[config.mk]
export PLATFORM = sky130hd
export DESIGN_NAME = axis_frame_len_stats
export DESIGN_NICKNAME = d
export VERILOG_FILES = /design/src/rtl/axis_frame_len_stats.sv
export SDC_FILE = /design/constraint.sdc
export NUM_CORES = 1
export LEC_CHECK = 0
export BUFFER_PORTS_ARGS = -buffer_cell sky130_fd_sc_hd__buf_2
export CAP_MARGIN = 25
export CELL_PAD_IN_SITES_DETAIL_PLACEMENT = 1
export CELL_PAD_IN_SITES_GLOBAL_PLACEMENT = 2
export CORE_MARGIN = 3
export CORE_UTILIZATION = 33
export CTS_CLUSTER_SIZE = 12
export DETAILED_ROUTE_END_ITERATION = 10
export PLACE_DENSITY_LB_ADDON = 0.1
export SETUP_SLACK_MARGIN = 0.5
export SYNTH_ARGS = -nofsm -noshare
export SYNTH_HDL_FRONTEND = slang
export SYNTH_SLANG_ARGS = --single-unit
export TNS_END_PERCENT = 50
[constraint.sdc]
create_clock -name clk -period 12.53 [get_ports clk]
set_clock_uncertainty 0.1 [all_clocks]
set_input_delay 3.1325 -clock clk [delete_from_list [all_inputs] [get_ports clk]]
set_output_delay 3.1325 -clock clk [all_outputs]
set_load 0.01 [all_outputs]
[src/rtl/axis_frame_len_stats.sv]
// Frame length statistics accumulator.
// Live counters track every frame_len_valid pulse; a snapshot copies the live
// set (including a frame arriving in the same cycle) into stable shadow
// outputs, optionally clearing the live set on the same edge.
module axis_frame_len_stats #(
  parameter int LEN_WIDTH   = 16,
  parameter int COUNT_WIDTH = 32,
  parameter int BYTE_WIDTH  = 48,
  parameter int MIN_LEN     = 64,
  parameter int MAX_LEN     = 1518
) (
  input  logic                   clk,
  input  logic                   rst,
  input  logic [LEN_WIDTH-1:0]   frame_len,
  input  logic                   frame_len_valid,
  input  logic                   snapshot,
  input  logic                   clear_on_snap,
  output logic [COUNT_WIDTH-1:0] stat_frames,
  output logic [BYTE_WIDTH-1:0]  stat_bytes,
  output logic [LEN_WIDTH-1:0]   stat_min_len,
  output logic [LEN_WIDTH-1:0]   stat_max_len,
  output logic [COUNT_WIDTH-1:0] stat_runt,
  output logic [COUNT_WIDTH-1:0] stat_oversize,
  output logic                   stat_valid
);

  localparam logic [COUNT_WIDTH-1:0] CNT_MAX = {COUNT_WIDTH{1'b1}};
  localparam logic [BYTE_WIDTH-1:0]  BYT_MAX = {BYTE_WIDTH{1'b1}};
  localparam logic [LEN_WIDTH-1:0]   LEN_MAX = {LEN_WIDTH{1'b1}};

  // live set
  logic [COUNT_WIDTH-1:0] frames_q, frames_d, runt_q, runt_d, over_q, over_d;
  logic [BYTE_WIDTH-1:0]  bytes_q, bytes_d;
  logic [LEN_WIDTH-1:0]   min_q, min_d, max_q, max_d;

  // live set with the current cycle's frame folded in (what a snapshot sees)
  logic [COUNT_WIDTH-1:0] upd_frames, upd_runt, upd_over;
  logic [BYTE_WIDTH-1:0]  upd_bytes;
  logic [LEN_WIDTH-1:0]   upd_min, upd_max;
  logic [BYTE_WIDTH:0]    bsum;

  // shadow set
  logic [COUNT_WIDTH-1:0] sh_frames_q, sh_runt_q, sh_over_q;
  logic [BYTE_WIDTH-1:0]  sh_bytes_q;
  logic [LEN_WIDTH-1:0]   sh_min_q, sh_max_q;
  logic                   sh_valid_q;

  // Fold the incoming frame into the live values with saturating arithmetic.
  always_comb begin
    upd_frames = frames_q;
    upd_runt   = runt_q;
    upd_over   = over_q;
    upd_bytes  = bytes_q;
    upd_min    = min_q;
    upd_max    = max_q;
    bsum       = {1'b0, bytes_q} + (BYTE_WIDTH+1)'(frame_len);
    if (frame_len_valid) begin
      if (frames_q != CNT_MAX) upd_frames = frames_q + COUNT_WIDTH'(1);
      upd_bytes = bsum[BYTE_WIDTH] ? BYT_MAX : bsum[BYTE_WIDTH-1:0];
      if (frame_len < min_q) upd_min = frame_len;
      if (frame_len > max_q) upd_max = frame_len;
      if ((frame_len < LEN_WIDTH'(MIN_LEN)) && (runt_q != CNT_MAX))
        upd_runt = runt_q + COUNT_WIDTH'(1);
      if ((frame_len > LEN_WIDTH'(MAX_LEN)) && (over_q != CNT_MAX))
        upd_over = over_q + COUNT_WIDTH'(1);
    end
  end

  // Next live state: cleared when a clearing snapshot is taken, else updated.
  always_comb begin
    frames_d = upd_frames;
    runt_d   = upd_runt;
    over_d   = upd_over;
    bytes_d  = upd_bytes;
    min_d    = upd_min;
    max_d    = upd_max;
    if (snapshot && clear_on_snap) begin
      frames_d = '0;
      runt_d   = '0;
      over_d   = '0;
      bytes_d  = '0;
      min_d    = LEN_MAX;
      max_d    = '0;
    end
  end

  // Live register set; min resets to all-ones as the empty marker.
  always_ff @(posedge clk or posedge rst) begin
    if (rst) begin
      frames_q <= '0;
      runt_q   <= '0;
      over_q   <= '0;
      bytes_q  <= '0;
      min_q    <= LEN_MAX;
      max_q    <= '0;
    end else begin
      frames_q <= frames_d;
      runt_q   <= runt_d;
      over_q   <= over_d;
      bytes_q  <= bytes_d;
      min_q    <= min_d;
      max_q    <= max_d;
    end
  end

  // Shadow capture; an empty capture reports min as 0 rather than the marker.
  always_ff @(posedge clk or posedge rst) begin
    if (rst) begin
      sh_frames_q <= '0;
      sh_runt_q   <= '0;
      sh_over_q   <= '0;
      sh_bytes_q  <= '0;
      sh_min_q    <= '0;
      sh_max_q    <= '0;
      sh_valid_q  <= 1'b0;
    end else begin
      sh_valid_q <= snapshot;
      if (snapshot) begin
        sh_frames_q <= upd_frames;
        sh_runt_q   <= upd_runt;
        sh_over_q   <= upd_over;
        sh_bytes_q  <= upd_bytes;
        sh_min_q    <= (upd_frames == '0) ? '0 : upd_min;
        sh_max_q    <= upd_max;
      end
    end
  end

  assign stat_frames   = sh_frames_q;
  assign stat_bytes    = sh_bytes_q;
  assign stat_min_len  = sh_min_q;
  assign stat_max_len  = sh_max_q;
  assign stat_runt     = sh_runt_q;
  assign stat_oversize = sh_over_q;
  assign stat_valid    = sh_valid_q;

endmodule

==> results of run 1 <==
[state kept, by name, summed over array words and instances, names as in the netlist, 32 cells and up]
| register | flops |
|---|---|
| bytes_q | 48 |
| stat_oversize | 32 |
| frames_q | 32 |
| stat_runt | 32 |
| over_q | 32 |
| stat_bytes | 48 |
| stat_frames | 32 |
| runt_q | 32 |
[stage by stage]
step | utilization | power [mW]
detailed placement | 0.373 | 2.13
floorplan | - | 1.85
finish | 0.403 | 3.34
global route | 0.403 | 3.54
global placement | 0.372 | 2.11
CTS | 0.402 | 3.40
[worst reg2reg max path, cell delays in order (launching register included)]
cell and delay (ns):
dfrtp_1 0.39, ha_1 0.22, fa_1 0.40, a21o_1 0.19, a21oi_1 0.24, o21bai_1 0.18, a31oi_1 0.35, o211ai_1 0.16
buf_4 0.21, and2_1 0.34, nor2_1 0.57, a21oi_1 0.16
[cells by family after synthesis]
| logic type | after synthesis | synth area share |
|---|---|---|
| adders and majority gates | 51 | 0.0395 |
| DFF | 353 | 0.541 |
| muxes | 47 | 0.0293 |
| AOI/OAI and AO/OA | 305 | 0.110 |
| xor gates and xnor gates | 117 | 0.0631 |
| and+or+nand+nor | 675 | 0.189 |
| buffers and inverters | 121 | 0.0288 |
[power by group through the flow]
stage,Combinational (mW),Clock [mW],Sequential [mW]
floorplan,0.420,0,1.43
global placement,0.701,0,1.41
detailed placement,0.714,0,1.41
CTS,0.716,1.29,1.40
global route,0.792,1.34,1.41
finish,0.705,1.25,1.39
[final timing paths]
kind,to,slack (ns),cells after the start
max in group asynchronous,stat_oversize[13],7.72,4
setup reg to reg,stat_bytes[35],8.87,11
setup / recovery,stat_min_len[11],6.50,12
hold reg to reg,stat_bytes[44],0.39,2
hold / removal,stat_bytes[44],0.39,2
min in group asynchronous,stat_runt[25],2.53,2
[metal layers]
layer	global-route usage	share of wire	vias up
met5	0	0	-
met3	0.0432	0.046	53
met4	0.0381	0.016	0
met2	0.299	0.46	175
li1	-	-	6118
met1	0.255	0.48	6392
[cell type report]
class | instances | area (um2) | share of cell area
Clock buffer | 63 | 1280 | 0.0659
Clock inverter | 14 | 125 | 0.00642
Inverter | 47 | 180 | 0.00925
Multi-Input combinational cell | 1195 | 7040 | 0.361
Sequential cell | 353 | 8850 | 0.455
Tap cell | 656 | 821 | 0.0421
Timing Repair Buffer | 215 | 1180 | 0.0604
[cell usage after synthesis, types with 6 or more instances]
cell        n  area [um2]
xnor2_1    44         385
o21ai_0    42         210
a21o_1     22         165
and2_1     16         100
nor2_1    337        1260
and4_1     20         175
mux2i_1    40         400
o21a_1      7        52.6
xor2_1     72         631
mux2_2      7        78.8
and3_1     36         225
o22ai_1    14        87.6
a211oi_1   17         128
ha_1       50         626
o31ai_1     6        45.0
clkbuf_1   69         259
a21oi_1   156         781
nand3_1    60         300
dfrtp_1   337        8430
a31oi_1    12        75.1
dfstp_2    16         420
nand4_1    35         219
inv_1      47         176
nor3_1     19        95.1
nor4_1      6        37.5
nand2_1   121         454
==> impl_metrics.ini, run 1 <==
[run_status]
status = completed

[global_route]
grt_pass1_wl_um = 77800
grt_overflow = 0
grt_use_total = 0.185
grt_max_degree = 216
antenna_found_initial = 0
grt_pass1_vias = 13511

[clock_network]
clk_path_buf_depth = 3
cts-resized-gates = 0
clkTransAtPathRegs_ns = 0.05
cts_hold_buf = 0
cts_tree = yes
htree_levels = 2
cts_buffers = 42
cts_root_buffer = clkbuf_16
cts_setup_buffers = 0
insertion_delay_ns = 0.56
clkSinkCount = 353

[cells_and_area]
final_cells = 2543
nNetsFinal = 1926
final_cell_mix = 337 x nor2_1, 337 x dfrtp_1, 196 x buf_2
finalInstanceArea_um2 = 19500
fillers = 5525
area_growth_pct = 19.0
drive_gt1_frac = 0.170
diodes = 0

[power]
net-switching-power_mw = 1.03
ir_drop_mv = 0.0980
p_clk_frac = 0.372
p_int_mw = 2.32
power.leakage_nw = 9.31
pwr-share-seq = 0.417
power_density_nw_per_um2 = 172
swShare = 0.308
pwr-share-comb = 0.211

[floorplanning]
start_util = 0.338
num_rows = 80
die_h_um = 229
die_area_um2 = 52300
die_width_um = 229
core_um2 = 48300
io_pins = 198

[placement]
place_ws_ns = 5.83
place_area_um2 = 18000
hpwl_um = 33500
dp.cells = 2465
port_buffers = 197
place.gp.congestion = 0.798

[timing]
holdWs_ns = 0.387
hold_viol = 0
setup_ws_ns = 6.50
drv_slew = 0
period_share = 0.481
finalSetupViolCount = 0
max_clock_freq_ghz = 0.166
fin_tns_setup_ns = 0
max-slew-margin-rel = 0.207
worst_pin_slew_ns = 1.19
min_period_ns = 6.03
rsz0062_at_grt = false

[logic_synthesis]
seq_area_frac_synth = 0.541
synth_flop_cell = dfrtp_1
netlist_area_um2 = 16400
synth_edf_count = 0
synth_nets = 1741
yosysUniqueCellTypes = 64
ys_seq_elements = 353
synth_area_per_cell_um2 = 9.80
postSynth.asyncResetShare = 1.00
ys_warn_count = 0
synth_cells = 1669

[worst_setup_path]
critPathKind = input pin to flop
startpoint_type = input pin
worstPathCellList = buf_2, buf_4, nand4_1, nor3_1, nand3_1, or3_1, xor2_1, and4_1, nand4_1, nor4_4, buf_4, a211oi_1
r2r_start = bytes_q[0]
cp_slowest_stage_delay_ns = 0.56
cp-end-kind = flop
crit_fanout = 41
critPathLaunch = frame_len_valid
arrival_ns = 6.31
path_buf_inv = 3
cp_slowest_cell = nor3_1
crit_required_ns = 12.81
cp_top_family = simple AND/OR/NAND/NOR gates

[route]
drtAntennaViolNets = 0
first_iter_violations = 536
firstDrtPassIters = 4
drc = 0
wl_um = 48500
avgRoutedWirePerCell_um = 19.1
viasPerCell = 5.01
vias = 12738

[flow_run]
cap_viol_max_count = 0

[min_path]
hold_path.class = flop to flop
hp-start = stat_bytes[44]
Power figures use the tool's default switching activity.
==> run 2: changes to the inputs <==
--- a/config.mk
+++ b/config.mk
@@ -10,7 +10,7 @@
 export CELL_PAD_IN_SITES_DETAIL_PLACEMENT = 1
 export CELL_PAD_IN_SITES_GLOBAL_PLACEMENT = 2
 export CORE_MARGIN = 3
-export CORE_UTILIZATION = 33
+export CORE_UTILIZATION = 37
 export CTS_CLUSTER_SIZE = 12
 export DETAILED_ROUTE_END_ITERATION = 10
 export PLACE_DENSITY_LB_ADDON = 0.1
==> constraint.sdc (replaced) <==
create_clock -name clk -period 5.9 [get_ports clk]
set_clock_uncertainty 0.1 [all_clocks]
set_input_delay 1.475 -clock clk [delete_from_list [all_inputs] [get_ports clk]]
set_output_delay 1.475 -clock clk [all_outputs]
set_load 0.01 [all_outputs]
==> impl_metrics.ini, run 2 (same netlist as run 1, synthesis figures left out) <==
[floorplanning]
num_rows = 76
io_pins = 198
start_util = 0.377
die_width_um = 216
die_h_um = 216
core_um2 = 43400
die_area_um2 = 46800

[flow_run]
cap_viol_max_count = 0

[timing]
setup_ws_ns = 1.41
period_share = 0.762
max_clock_freq_ghz = 0.223
min_period_ns = 4.49
fin_tns_setup_ns = 0
hold_viol = 0
worst_pin_slew_ns = 0.941
finalSetupViolCount = 0
drv_slew = 0
max-slew-margin-rel = 0.373
rsz0062_at_grt = false
holdWs_ns = 0.382

[clock_network]
cts_tree = yes
clkSinkCount = 353
cts_setup_buffers = 0
cts-resized-gates = 0
insertion_delay_ns = 0.56
cts_buffers = 41
htree_levels = 2
cts_hold_buf = 0
clkTransAtPathRegs_ns = 0.06
cts_root_buffer = clkbuf_16
clk_path_buf_depth = 3

[placement]
hpwl_um = 33100
dp.cells = 2398
place.gp.congestion = 0.823
port_buffers = 197
place_ws_ns = 0.838

[cells_and_area]
final_cells = 2471
final_cell_mix = 337 x nor2_1, 337 x dfrtp_1, 196 x buf_2
nNetsFinal = 1929
drive_gt1_frac = 0.167
area_growth_pct = 18.5

[route]
wl_met1_um = 22000
highest_layer = met4
first_iter_violations = 603
viasPerCell = 5.20
firstDrtPassIters = 4
avgRoutedWirePerCell_um = 19.2
wl_um = 47400
drc = 0
met3WireLength_um = 2100
route.met2.wl_um = 22000
vias = 12846
drtAntennaViolNets = 0

[global_route]
grt_pass1_vias = 13576
grt_use_total = 0.204
grt_max_degree = 145
grt_pass1_wl_um = 76800
antenna_found_initial = 1
grt_overflow = 0

[worst_setup_path]
crit_required_ns = 6.21
cp-end-kind = flop
critPathKind = input pin to flop
arrival_ns = 4.80
startpoint_type = input pin
crit_fanout = 12

[run_status]
status = completed

[power]
totalPowerFinal_mw = 7.06
ir_drop_mv = 0.188
power_density_nw_per_um2 = 364
power.leakage_nw = 9.30

[min_path]
hold_path.class = flop to flop
[run 2: cell types whose count changed in the layout (fill, tap and decap cells not counted), sizes merged]
| cell | delta |
|---|---|
| clkinvlp | -2 |
| diode | +1 |
| bufinv | +1 |
| buf | +4 |
| clkinv | -9 |
| clkbuf | +4 |
[run 2: layout make-up]
type | instances | area (um2)
clock inverter | 4 | 95.1
tap | 585 | 732
inverter | 47 | 180
sequential | 353 | 8850
antenna | 1 | 2.50
multi-input combinational | 1195 | 7040
clock buffer | 67 | 1260
timing repair buffer | 219 | 1210
fill | 4972 | 24000
[run 2: worst paths after layout]
path                                startpoint         endpoint  slack [ns]  cells past startpoint
max in group asynchronous                  rst     stat_runt[7]        3.61                      4
min in group asynchronous                  rst  stat_min_len[4]        0.76                      2
worst max-delay path              frame_len[0]   stat_bytes[37]        1.41                     11
worst min register to register  stat_bytes[11]   stat_bytes[11]        0.38                      2
worst max register to register      bytes_q[0]   stat_bytes[37]        2.11                     10
worst min-delay path            stat_bytes[11]   stat_bytes[11]        0.38                      2
[run 2: power by group]
part | leakage (nW) | switching (mW) | internal (mW) | total [mW]
Combinational | 4.08 | 0.913 | 0.589 | 1.50
Sequential | 4.55 | 0.219 | 2.74 | 2.96
Clock | 0.666 | 1.01 | 1.58 | 2.60
Total | 9.30 | 2.15 | 4.91 | 7.06
[run 2: metrics by stage]
step                      cell area [um2]   util
after floorplan                     16400      -
after global placement              18000  0.415
after detailed placement            18000  0.415
after CTS                           19400  0.446
after global routing                19400  0.447
final                               19400  0.447
[run 2: routing by layer]
layer  GRT usage  vias to the layer above
met5           0                        -
met4      0.0641                        0
met3      0.0393                       73
met2       0.330                      181
met1       0.279                     6486
li1            -                     6106
[run 2: worst max-delay path, cell delays in order]
cell	delay [ns]
buf_2	0.15
ha_1	0.24
fa_1	0.40
a21o_1	0.21
a21oi_1	0.23
o21bai_1	0.15
a31oi_1	0.40
o211ai_1	0.47
and2_1	0.45
nor2_1	0.47
a21oi_1	0.14
==> run 3: changes to the inputs <==
--- a/config.mk
+++ b/config.mk
@@ -10,7 +10,7 @@
 export CELL_PAD_IN_SITES_DETAIL_PLACEMENT = 1
 export CELL_PAD_IN_SITES_GLOBAL_PLACEMENT = 2
 export CORE_MARGIN = 3
-export CORE_UTILIZATION = 37
+export CORE_UTILIZATION = 33
 export CTS_CLUSTER_SIZE = 12
 export DETAILED_ROUTE_END_ITERATION = 10
 export PLACE_DENSITY_LB_ADDON = 0.1
==> constraint.sdc (replaced) <==
create_clock -name clk -period 3.95 [get_ports clk]
set_clock_uncertainty 0.1 [all_clocks]
set_input_delay 0.9875 -clock clk [delete_from_list [all_inputs] [get_ports clk]]
set_output_delay 0.9875 -clock clk [all_outputs]
set_load 0.01 [all_outputs]
==> impl_metrics.ini, run 3 (same netlist as run 1, synthesis figures left out) <==
[cells_and_area]
fillers = 5501
final_common_cell = nor2_1
area.sequential_um2 = 8850
area_growth_pct = 21.8
nNetsFinal = 1980
finalInstanceArea_um2 = 19900
drive_gt1_frac = 0.195
diodes = 0
multi_input_area_um2 = 7110
final_cell_mix = 337 x nor2_1, 336 x dfrtp_1, 197 x buf_2

[worst_setup_path]
crit_fanout = 6
cp-end-kind = flop
worstPathCellList = buf_2, ha_1, a21o_1, a21oi_1, o21ai_0, a2111o_1, a31oi_1, buf_4, nor3_1, nand2_1, mux2_2, mux2_2
startpoint_type = input pin
rrSetupSlack_ns = 0.73
r2r_start = frames_q[29]
critPathKind = input pin to flop
crit_end = stat_bytes[47]
arrival_ns = 3.70
cp_slowest_cell = a2111o_1
cpMostUsedCell = mux2_2
crit_required_ns = 4.29
cp_slowest_stage_delay_ns = 0.46
critPathLaunch = frame_len[1]
ff2ff_path_depth = 12
r2r-end = stat_min_len[14]

[floorplanning]
num_rows = 80
die_h_um = 229
core_um2 = 48300
start_util = 0.338
die_width_um = 229
die_area_um2 = 52300
io_pins = 198

[timing]
rsz0062_at_grt = true
max_clock_freq_ghz = 0.298
finalSetupViolCount = 0
worst_pin_slew_ns = 0.898
min_period_ns = 3.36
fin_tns_setup_ns = 0
period_share = 0.851
max-slew-margin-rel = 0.401
hold_viol = 0
drv_slew = 0

[min_path]
hold_path.class = flop to flop

[placement]
place_area_um2 = 18500
place.gp.congestion = 0.786
port_buffers = 197
hpwl_um = 34900

[global_route]
grt_busiest_layer = met2
grtUsageMet2 = 0.294
grt_pass1_vias = 13454
grt_max_degree = 94
grt_overflow = 0
grt_use_total = 0.186
grt_util_met3 = 0.0401
grt_pass1_wl_um = 78600
met1_usage = 0.260
antenna_found_initial = 1

[clock_network]
cts_root_buffer = clkbuf_16
cts_hold_buf = 0
insertion_delay_ns = 0.56
clkSinkCount = 353
htree_levels = 2
clkTransAtPathRegs_ns = 0.06
clk_path_buf_depth = 3
cts_tree = yes
cts_buffers = 42

[route]
vias = 12846
drtAntennaViolNets = 0
viasPerCell = 4.96
avgRoutedWirePerCell_um = 18.7
firstDrtPassIters = 4
drc = 0
wl_um = 48600
first_iter_violations = 567

[power]
power_density_nw_per_um2 = 532
power.leakage_nw = 9.57
ir_drop_mv = 0.244

[flow_run]
cap_viol_max_count = 0

[run_status]
status = completed
[run 3: changes by cell type in the layout (fill, tap and decap cells not counted), sizes merged]
cell    delta
bufinv     -1
inv        +1
clkbuf     -3
clkinv     +3
diode      -1
buf       +50
[run 3: repair_timing]
action	CTS	global route
buffers inserted	0	3
gates resized for setup	0	15
endpoints found under the setup margin	0	31
[run 3: how the worst min path moves through the flow]
stage               depth (start not counted)       endpoint  slack [ns]     startpoint
finish                                      2  stat_bytes[5]        0.38  stat_bytes[5]
floorplan                                   2    bytes_q[26]        0.40    bytes_q[26]
detailed placement                          2  stat_bytes[5]        0.37  stat_bytes[5]
CTS                                         2     stat_valid        0.37            rst
global route                                2     stat_valid        0.40            rst
global placement                            2  stat_bytes[5]        0.36  stat_bytes[5]
[run 3: power by group]
part	switching [mW]	internal [mW]	leakage [nW]	total (mW)
clock	1.55	2.27	0.651	3.82
sequential	0.312	4.09	4.55	4.40
combinational	1.39	0.983	4.37	2.38
total	3.25	7.35	9.57	10.6
[run 3: area by class of cell]
type / instances / share of cell area
Clock inverter: 7 / 0.00446
Timing Repair Buffer: 269 / 0.0822
Sequential cell: 353 / 0.444
Inverter: 47 / 0.00904
Multi-Input combinational cell: 1195 / 0.357
Tap cell: 656 / 0.0412
Clock buffer: 64 / 0.0620
[run 3: through the flow]
step	hold WS [ns]	util	worst slack, ns	power (mW)	instances
4_1_cts	0.373	0.410	0.537	10.7	2587
2_1_floorplan	0.403	-	-1.85	5.85	1669
6_report	0.378	0.412	0.590	10.6	2591
3_5_place_dp	0.372	0.383	-0.0139	6.84	2516
3_3_place_gp	0.365	0.383	0.00371	6.79	2516
5_1_grt	0.401	0.412	0.432	11.3	2591
[run 3: per-layer routing]
metal | part of all wire | vias up
li1 | - | 6208
met1 | 0.48 | 6402
met2 | 0.45 | 178
met3 | 0.047 | 58
met4 | 0.021 | 0
met5 | 0 | -
[run 3: critical path: cells and delay by family]
kind / cells / cell delay [ns]
adder cells (fa/ha/maj): 1 / 0.29
buffers and inverters: 2 / 0.32
AND/OR/NAND/NOR: 2 / 0.16
multiplexers: 2 / 0.59
AO/OA/AOI/OAI: 5 / 1.33
